File: config.mk
export PLATFORM = sky130hd
export DESIGN_NAME = mem_dma
export DESIGN_NICKNAME = d
export VERILOG_FILES = /design/src/rtl/mem_dma.sv
export SDC_FILE = /design/constraint.sdc
export NUM_CORES = 1
export LEC_CHECK = 0
export BUFFER_PORTS_ARGS = -buffer_cell sky130_fd_sc_hd__buf_2
export CAP_MARGIN = 30
export CORE_UTILIZATION = 59
export DETAILED_ROUTE_END_ITERATION = 10
export MAX_ROUTING_LAYER = met4
export PLACE_DENSITY = 0.92
export SYNTH_ARGS = -nofsm -noshare
export SYNTH_HDL_FRONTEND = slang
export SYNTH_SLANG_ARGS = --single-unit
export TNS_END_PERCENT = 100
File: constraint.sdc
create_clock -name clk -period 4.7 [get_ports clk]
set_clock_uncertainty 0.2 [all_clocks]
set_input_delay 0.705 -clock clk [delete_from_list [all_inputs] [get_ports clk]]
set_output_delay 0.705 -clock clk [all_outputs]
set_load 0.1 [all_outputs]
File: src/rtl/mem_dma.sv
// Word-copy DMA engine: slave register port on the core bus,
// initiator port copying LEN words from SRC to DST.
module mem_dma #(
  parameter int LEN_W    = 16,
  parameter int BASE_OFS = 0
) (
  input  logic        clk,
  input  logic        reset_n,
  input  logic        dma_sel,
  input  logic [3:0]  addr,
  input  logic [3:0]  dma_wstrb,
  input  logic [31:0] dma_di,
  output logic [31:0] dma_do,
  output logic        dma_ready,
  output logic        m_valid,
  output logic [31:0] m_addr,
  output logic [31:0] m_wdata,
  output logic [3:0]  m_wstrb,
  input  logic [31:0] m_rdata,
  input  logic        m_ready,
  output logic        irq
);

  typedef enum logic [2:0] {
    S_IDLE,
    S_RD,
    S_RD_GAP,
    S_WR,
    S_WR_GAP
  } state_t;

  state_t state_q, state_d;

  logic [31:0]      src_q;
  logic [31:0]      dst_q;
  logic [31:0]      wdata_q;
  logic [LEN_W-1:0] len_q;
  logic             done_q;
  logic             ien_q;

  logic        busy;
  logic        acc;
  logic        wr_en;
  logic        sel_src;
  logic        sel_dst;
  logic        sel_len;
  logic        sel_ctrl;
  logic        start_go;
  logic        w1c;
  logic        rd_done;
  logic        wr_done;
  logic        last_word;
  logic [31:0] rd_data;

  logic unused_ok;
  assign unused_ok = ^{32'(BASE_OFS), addr[1:0]};

  function automatic logic [31:0] merge(
    input logic [31:0] old,
    input logic [31:0] din,
    input logic [3:0]  strb
  );
    logic [31:0] r;
    r = old;
    for (int i = 0; i < 4; i++) begin
      if (strb[i]) r[8*i +: 8] = din[8*i +: 8];
    end
    return r;
  endfunction

  assign busy      = (state_q != S_IDLE);
  assign last_word = (len_q == LEN_W'(1));
  assign m_wdata   = wdata_q;
  assign irq       = done_q & ien_q;

  // Slave access decode; an access is the first cycle of sel.
  always_comb begin
    acc      = dma_sel & ~dma_ready;
    wr_en    = acc & (|dma_wstrb);
    sel_src  = 1'b0;
    sel_dst  = 1'b0;
    sel_len  = 1'b0;
    sel_ctrl = 1'b0;
    unique case (1'b1)
      (addr[3:2] == 2'd0): sel_src  = wr_en;
      (addr[3:2] == 2'd1): sel_dst  = wr_en;
      (addr[3:2] == 2'd2): sel_len  = wr_en;
      (addr[3:2] == 2'd3): sel_ctrl = wr_en;
      default: ;
    endcase
    start_go = sel_ctrl & dma_wstrb[0] & dma_di[0] & ~busy;
    w1c      = sel_ctrl & dma_wstrb[0] & dma_di[1];
    rd_data  = '0;
    unique case (1'b1)
      (addr[3:2] == 2'd0): rd_data = src_q;
      (addr[3:2] == 2'd1): rd_data = dst_q;
      (addr[3:2] == 2'd2): rd_data = 32'(len_q);
      (addr[3:2] == 2'd3): rd_data = {29'b0, ien_q, done_q, busy};
      default: ;
    endcase
  end

  always_ff @(posedge clk) begin
    if (!reset_n) state_q <= S_IDLE;
    else          state_q <= state_d;
  end

  // Each bus phase is followed by a gap state so m_valid
  // always returns low between transactions.
  always_comb begin
    state_d = state_q;
    m_valid = 1'b0;
    m_addr  = '0;
    m_wstrb = '0;
    rd_done = 1'b0;
    wr_done = 1'b0;
    unique case (state_q)
      S_IDLE: begin
        if (start_go && len_q != '0) state_d = S_RD;
      end
      S_RD: begin
        m_valid = 1'b1;
        m_addr  = src_q;
        if (m_ready) begin
          rd_done = 1'b1;
          state_d = S_RD_GAP;
        end
      end
      S_RD_GAP: state_d = S_WR;
      S_WR: begin
        m_valid = 1'b1;
        m_addr  = dst_q;
        m_wstrb = 4'hF;
        if (m_ready) begin
          wr_done = 1'b1;
          state_d = last_word ? S_IDLE : S_WR_GAP;
        end
      end
      S_WR_GAP: state_d = S_RD;
      default:  state_d = S_IDLE;
    endcase
  end

  always_ff @(posedge clk) begin
    if (!reset_n) begin
      src_q     <= '0;
      dst_q     <= '0;
      len_q     <= '0;
      wdata_q   <= '0;
      done_q    <= 1'b0;
      ien_q     <= 1'b0;
      dma_ready <= 1'b0;
      dma_do    <= '0;
    end else begin
      dma_ready <= acc;
      dma_do    <= acc ? rd_data : '0;

      if (sel_src && !busy)
        src_q <= merge(src_q, dma_di, dma_wstrb) & ~32'h3;
      else if (wr_done)
        src_q <= src_q + 32'd4;

      if (sel_dst && !busy)
        dst_q <= merge(dst_q, dma_di, dma_wstrb) & ~32'h3;
      else if (wr_done)
        dst_q <= dst_q + 32'd4;

      if (sel_len && !busy)
        len_q <= LEN_W'(merge(32'(len_q), dma_di, dma_wstrb));
      else if (wr_done)
        len_q <= len_q - LEN_W'(1);

      if (sel_ctrl && dma_wstrb[0])
        ien_q <= dma_di[2];

      // Completion beats a same-cycle clear; START beats its own clear.
      if (wr_done && last_word)
        done_q <= 1'b1;
      else if (start_go)
        done_q <= (len_q == '0);
      else if (w1c)
        done_q <= 1'b0;

      if (rd_done)
        wdata_q <= m_rdata;
    end
  end

endmodule

==> results of run 1 <==
==> layer usage <==
metal  wire length [um]  vias up  global-route usage
met5                  0        -                   -
met3               2890      143              0.0714
met4               1330        0               0.217
li1                   -     3998                   -
met1               9650     4046               0.454
met2              11400      695               0.563
==> cell families (layout without fill, tap and decap cells) <==
logic type,count (synthesis),count (layout),share of synthesized area
adder cells (fa/ha/maj),5,5,0.00783
flip-flops,146,146,0.366
AO/OA/AOI/OAI,253,253,0.208
buffers and inverters,101,234,0.0523
XOR/XNOR,5,5,0.00548
other,1,3,0.000469
multiplexers,74,74,0.0947
AND/OR/NAND/NOR,440,440,0.266
==> final timing paths <==
| kind | depth (start not counted) | slack (ns) | to | from |
|---|---|---|---|---|
| setup / recovery | 4 | 1.16 | m_wstrb[3] | state_q[0] |
| setup reg to reg | 7 | 1.48 | dst_q[21] | state_q[1] |
| hold / removal | 2 | 0.25 | m_wdata[17] | m_wdata[17] |
| hold reg to reg | 2 | 0.25 | m_wdata[17] | m_wdata[17] |
==> synthesized netlist by cell type (6+ instances only) <==
library cell	number	area, sq um
nand4_1	25	156
clkbuf_1	62	233
buf_2	10	50.1
mux2i_1	70	701
and3_1	25	156
nand3_1	53	265
o21ai_0	32	160
nor4_1	9	56.3
a311oi_1	6	52.6
o21a_1	9	67.6
and2_1	7	43.8
nand2_1	124	465
a21o_1	7	52.6
a221oi_1	8	70.1
and4_1	11	96.3
or4_1	7	52.6
o31ai_1	6	45.0
a211oi_1	12	90.1
a21oi_1	92	460
buf_1	10	37.5
a31oi_1	18	113
nor3_1	25	125
o211ai_1	7	52.6
dfxtp_1	146	2920
nor2_1	126	473
inv_1	13	48.8
==> metrics by stage <==
step	utilization	worst slack [ns]	power, mW	hold WS [ns]	std cells
floorplan	-	1.00	1.52	0.261	1026
detailed placement	0.671	1.14	1.62	0.244	1303
global route	0.716	1.02	3.05	0.266	1336
global placement	0.665	1.12	1.61	0.238	1299
CTS	0.716	1.17	2.97	0.252	1335
finish	0.716	1.16	2.97	0.250	1336
==> registers in the layout, indices dropped and copies added, names as in the netlist <==
name       flops
done_q         1
dst_q         30
dma_ready      1
state_q        3
ien_q          1
dma_do        32
m_wdata       32
len_q         16
src_q         30
==> power breakdown <==
part,internal [mW],switching (mW)
clock network,0.800,0.564
logic,0.103,0.217
registers,1.26,0.0301
total,2.16,0.811
==> final cells by class <==
cell class / count / area share
clock buffer: 18 / 0.0463
clock inverter: 14 / 0.0167
antenna: 1 / 0.000264
multi-input combinational: 779 / 0.491
inverter: 13 / 0.00514
sequential: 146 / 0.308
timing repair buffer: 189 / 0.109
tap: 176 / 0.0232
==> worst min-delay path: cells and delay by family (launching register included) <==
family | cells | cell delay, ns
flops | 1 | 0.30
compound gates | 1 | 0.05
simple gates | 1 | 0.05
==> Implementation_results.wiki, run 1 <==
{| class="wikitable"
! Metric !! Value
|-
| Result of the run || finished, final reports clean
|-
| Minimum period implied by the final worst setup slack || 3.54 ns
|-
| Site row count || 42
|-
| Number of library cell types mapped by synthesis || 67
|-
| Count of TritonRoute iterations in the first routing pass || 5
|-
| Crit path cell chain || nand2b_1 > buf_4 > nor2_1 > buf_2
|-
| Number of buffers inserted by port buffering || 174
|-
| Cell area after placement || 8890 sq um
|-
| Cts bufs inserted || 17
|-
| Average vias per placed instance || 6.65
|-
| Buffers plus inverters on the worst setup path || 2
|-
| Final setup violation count || 0
|-
| Cell count after synthesis || 1025
|-
| Critical-path cell with the highest stage delay || dfxtp_1
|-
| Bufs on Longest Clock Path || 2
|-
| Post-synthesis register bit count || 146
|-
| IO Pins || 179
|-
| Primary flip-flop cell chosen by synthesis mapping || dfxtp_1
|-
| Average wire per standard cell || 18.9 um
|-
| Top library cells by usage in the layout, fill and taps aside || buf_2, dfxtp_1, nor2_1
|-
| First-pass GRT wire length || 40000 um
|-
| Sequential area share after synthesis || 0.366
|-
| Starting Density || 0.603
|-
| Number of flops mapped to enable cells by yosys || 0
|-
| Achievable clock frequency || 0.282 GHz
|-
| Clock-pin slew on the worst setup and hold paths || 0.06 ns
|-
| Die ar. || 14000 sq um
|-
| Clock tree root driver cell || clkbuf_16
|-
| Count of endpoints failing hold in the final timing report || 0
|-
| Gate family responsible for the most delay along the worst path || buffers and inverters
|-
| Setup TNS || 0 ns
|-
| Kind of launch point of the worst setup path || flip-flop
|-
| Routed wire length || 25300 um
|-
| Footprint of the multi-input gates || 4660 sq um
|-
| Worst relative slew slack || 0.269
|-
| Hold crit path type || reg2reg
|-
| Worst voltage drop across the vdd grid || 0.000222 V
|-
| Ratio of final minimum period to clock period || 0.754
|-
| Y dimension of the die || 118 um
|-
| Data arrival time of the critical path || 2.64 ns
|-
| Crit-path max cell delay || 0.52 ns
|-
| Die outline width || 118 um
|-
| Area of the placeable core || 13200 sq um
|-
| Final instance area || 9490 sq um
|-
| Most common library cell in the layout ignoring fill and taps || buf_2
|-
| CTS tree || yes
|-
| CTS-repair resized insts || 0
|-
| Post-CTS repair timing setup buffer count || 0
|-
| Largest net degree at the start of global routing || 43
|-
| DP HPWL || 17300 um
|-
| Pwr per Cell Area || 313 nW/um^2
|-
| Source-to-sink clock delay at the later pin of the worst-skew pair || 0.44 ns
|-
| RSZ-0062 raised after global routing || false
|-
| H-Tree Depth || 4
|-
| Number of warnings reported in the yosys synthesis log || 0
|-
| Largest fanout on the critical path || 17
|-
| Total routing resource utilization after global routing || 0.369
|-
| Count of maximum capacitance violations || 0
|-
| Clock sinks || 146
|-
| Tightest Pin Transition || 1.09 ns
|-
| 1st-iter DRT viols || 1466
|-
| Final-stage net count || 1227
|-
| Netlist area before placement || 7990 sq um
|-
| Mean cell area of the mapped netlist || 7.80 sq um
|-
| DRC || 0
|-
| Post-detailed-route count of antenna-violating nets || 0
|-
| RePlAce Congestion || 0.940
|-
| Layout cells sized above 1 || 0.206
|-
| Number of global-route vias before repair || 7974
|-
| Hold buffer count at cts || 0
|-
| Leakage component of the power || 3.76 nW
|-
| Share of synthesized flip-flops with an asynchronous set or reset || 0
|-
| FF/Latch Area || 2920 sq um
|-
| # fillers || 1017
|-
| WS Path Type || reg2out
|-
| Type of element capturing the critical path || primary output
|-
| Max Slew Vio Count || 0
|-
| Area growth from synthesis to layout || 18.7%
|-
| Initial antenna violation count || 1
|-
| Total global routing overflow || 0
|-
| Required time at the worst-slack endpoint || 3.80 ns
|-
| Number of vias after detailed routing || 8882
|}
No activity file was read; power rests on OpenSTA's default activity.
==> run 2, diff against run 1 <==
--- a/config.mk
+++ b/config.mk
@@ -5,12 +5,13 @@
 export SDC_FILE = /design/constraint.sdc
 export NUM_CORES = 1
 export LEC_CHECK = 0
+export ABC_AREA = 1
 export BUFFER_PORTS_ARGS = -buffer_cell sky130_fd_sc_hd__buf_2
 export CAP_MARGIN = 30
-export CORE_UTILIZATION = 59
+export CORE_UTILIZATION = 50
 export DETAILED_ROUTE_END_ITERATION = 10
 export MAX_ROUTING_LAYER = met4
-export PLACE_DENSITY = 0.92
+export PLACE_DENSITY = 0.83
 export SYNTH_ARGS = -nofsm -noshare
 export SYNTH_HDL_FRONTEND = slang
 export SYNTH_SLANG_ARGS = --single-unit
==> constraint.sdc (replaced) <==
create_clock -name clk -period 3.2 [get_ports clk]
set_clock_uncertainty 0.2 [all_clocks]
set_input_delay 0.48 -clock clk [delete_from_list [all_inputs] [get_ports clk]]
set_output_delay 0.48 -clock clk [all_outputs]
set_load 0.1 [all_outputs]
==> Implementation_results.wiki, run 2 <==
{| class="wikitable"
! Metric !! Value
|-
| Post-detailed-route count of antenna-violating nets || 0 (unchanged)
|-
| Data arrival time of the critical path || 2.34 ns (-0.30 ns)
|-
| Max Slew Vio Count || 0 (unchanged)
|-
| Cts bufs inserted || 17 (unchanged)
|-
| Largest net degree at the start of global routing || 82 (+91%)
|-
| RePlAce Congestion || 1.00 (+6.7%)
|-
| Y dimension of the die || 134 um (+13%)
|-
| Sequential area share after synthesis || 0.336 (-0.0293)
|-
| Layout cells sized above 1 || 0.181 (-0.0256)
|-
| Netlist area before placement || 8690 sq um (+8.7%)
|-
| Type of element capturing the critical path || primary output
|-
| Tightest Pin Transition || 0.944 ns (-0.147 ns)
|-
| Result of the run || finished, final reports clean
|-
| Count of maximum capacitance violations || 0 (unchanged)
|-
| Final instance area || 10700 sq um (+13%)
|-
| DP HPWL || 23800 um (+37%)
|-
| Clock sinks || 146 (unchanged)
|-
| Post-CTS repair timing setup buffer count || 0 (unchanged)
|-
| Average vias per placed instance || 5.63 (-15%)
|-
| Pwr per Cell Area || 595 nW/um^2 (+90%)
|-
| Number of global-route vias before repair || 9247 (+16%)
|-
| Count of TritonRoute iterations in the first routing pass || 6 (+1)
|-
| Area of the placeable core || 16800 sq um (+27%)
|-
| Worst voltage drop across the vdd grid || 0.000587 V (+160%)
|-
| Number of vias after detailed routing || 10300 (+16%)
|-
| Largest fanout on the critical path || 31 (+14)
|-
| Average wire per standard cell || 17.4 um (-8.2%)
|-
| Cell type with the largest total area after synthesis || dfxtp_1
|-
| Source-to-sink clock delay at the later pin of the worst-skew pair || 0.43 ns (about the same)
|-
| CTS tree || yes
|-
| Cell count after synthesis || 1441 (+41%)
|-
| Most frequent cell after synthesis || nand2_1
|-
| Kind of launch point of the worst setup path || flip-flop
|-
| Dominant cells by area after synthesis || dfxtp_1, nand2_1, nor2_1, o21ai_0, nand3_1
|-
| RSZ-0062 raised after global routing || false
|-
| Required time at the worst-slack endpoint || 2.52 ns (-1.28 ns)
|-
| Top library cells by usage in the layout, fill and taps aside || nand2_1, nor2_1, buf_2
|-
| Most common library cell in the layout ignoring fill and taps || nand2_1
|-
| First-pass GRT wire length || 49100 um (+23%)
|-
| Worst relative slew slack || 0.371 (+0.102)
|-
| Clock tree root driver cell || clkbuf_16
|-
| Leakage component of the power || 4.51 nW (+20%)
|-
| Portion of synthesized cell area occupied by the leading cell type || 0.336 (-0.0293)
|-
| Total routing resource utilization after global routing || 0.367 (-0.00121)
|-
| Commonest cells post-synth || nand2_1, nor2_1, inv_1, dfxtp_1, o21ai_0
|-
| Clock-pin slew on the worst setup and hold paths || 0.06 ns (about the same)
|-
| Starting Density || 0.518 (-0.0851)
|-
| Ratio of final minimum period to clock period || 0.944
|-
| Number of library cell types mapped by synthesis || 37 (-45%)
|-
| Mean cell area of the mapped netlist || 6.03 sq um (-23%)
|-
| Final setup violation count || 0 (unchanged)
|-
| Primary flip-flop cell chosen by synthesis mapping || dfxtp_1
|-
| Site row count || 47 (+12%)
|-
| Post-synthesis register bit count || 146 (unchanged)
|-
| Hold crit path type || in2reg
|-
| Die outline width || 134 um (+13%)
|-
| Cell area after placement || 10100 sq um (+14%)
|-
| Number of flops mapped to enable cells by yosys || 0 (unchanged)
|-
| Total global routing overflow || 0 (unchanged)
|-
| Achievable clock frequency || 0.331 GHz
|-
| Area growth from synthesis to layout || 23.1%
|-
| Setup TNS || 0 ns (unchanged)
|-
| DRC || 0 (unchanged)
|-
| Bufs on Longest Clock Path || 2 (unchanged)
|-
| Initial antenna violation count || 1 (unchanged)
|-
| Hold buffer count at cts || 0 (unchanged)
|-
| Number of warnings reported in the yosys synthesis log || 0 (unchanged)
|-
| WS Path Type || reg2out
|-
| IO Pins || 179 (unchanged)
|-
| Die ar. || 17900 sq um (+28%)
|-
| H-Tree Depth || 4 (unchanged)
|-
| Routed wire length || 31800 um (+26%)
|-
| Share of synthesized flip-flops with an asynchronous set or reset || 0 (unchanged)
|-
| 1st-iter DRT viols || 1399 (-4.6%)
|-
| Minimum period implied by the final worst setup slack || 3.02 ns
|-
| CTS-repair resized insts || 0 (unchanged)
|-
| Number of buffers inserted by port buffering || 174 (unchanged)
|-
| Count of endpoints failing hold in the final timing report || 0 (unchanged)
|-
| Final-stage net count || 1674 (+36%)
|}
run 2: cell count changes in the layout (fill, tap and decap cells not counted), sizes merged, moves of 11 or more:
cell    change
o22ai      +36
a211oi     -11
and4       -11
a21oi      -11
nand3      +64
nor3       -20
inv       +144
o21ai     +107
nand4      -21
mux2i      -70
nand2     +279
a31oi      -18
and3       -26
nor2      +125
run 2: area by class of cell:
| cell class | count | area (sq um) |
|---|---|---|
| Clock buffer | 20 | 447 |
| Antenna cell | 1 | 2.50 |
| Tap cell | 220 | 275 |
| Timing Repair Buffer | 188 | 988 |
| Inverter | 157 | 592 |
| Fill cell | 1620 | 6070 |
| Multi-Input combinational cell | 1083 | 5330 |
| Sequential cell | 146 | 2920 |
| Clock inverter | 12 | 133 |
run 2: worst paths after layout:
path,from,end,slack (ns),cells past startpoint
max,state_q[0],m_addr[27],0.18,7
min,m_rdata[22],m_wdata[22],0.11,3
max reg2reg,src_q[2],src_q[12],0.79,10
min reg2reg,m_wdata[29],m_wdata[29],0.28,2
run 2: routing by layer:
layer | vias up | global-route usage | part of all wire
li1 | 4947 | - | -
met1 | 4665 | 0.486 | 0.42
met2 | 611 | 0.556 | 0.44
met3 | 67 | 0.0760 | 0.11
met4 | 0 | 0.123 | 0.030
met5 | - | - | 0
run 2: cells by family after synthesis:
kind of cell	count (synthesis)	synth area share
other	1	0.000432
adder cells (fa/ha/maj)	5	0.00720
flip-flops	146	0.336
buffers and inverters	213	0.0979
AO/OA/AOI/OAI	272	0.168
XOR/XNOR	7	0.00706
AND/OR/NAND/NOR	797	0.383
run 2: power breakdown:
| part | internal, mW | leakage (nW) | switching [mW] |
|---|---|---|---|
| clock network | 1.17 | 0.277 | 0.838 |
| registers | 1.97 | 1.18 | 0.125 |
| logic | 0.535 | 3.05 | 1.73 |
| total | 3.67 | 4.51 | 2.69 |
run 2: critical path, cell delays in order, from the launching register on:
cell     delay (ns)
dfxtp_2        0.35
inv_2          0.05
nor2_4         0.10
inv_2          0.06
nor2_4         0.22
inv_4          0.34
o22ai_4        0.30
buf_2          0.46
run 2: per-stage QoR:
stage | instances | hold WS (ns) | power, mW | util | setup WS, ns
floorplan | 1442 | 0.249 | 3.90 | - | -0.0358
global placement | 1794 | 0.257 | 4.31 | 0.603 | 0.689
detailed placement | 1794 | 0.266 | 4.35 | 0.603 | 0.648
CTS | 1826 | 0.0943 | 6.33 | 0.638 | 0.190
global route | 1827 | 0.108 | 6.61 | 0.638 | 0.103
finish | 1827 | 0.107 | 6.36 | 0.638 | 0.179
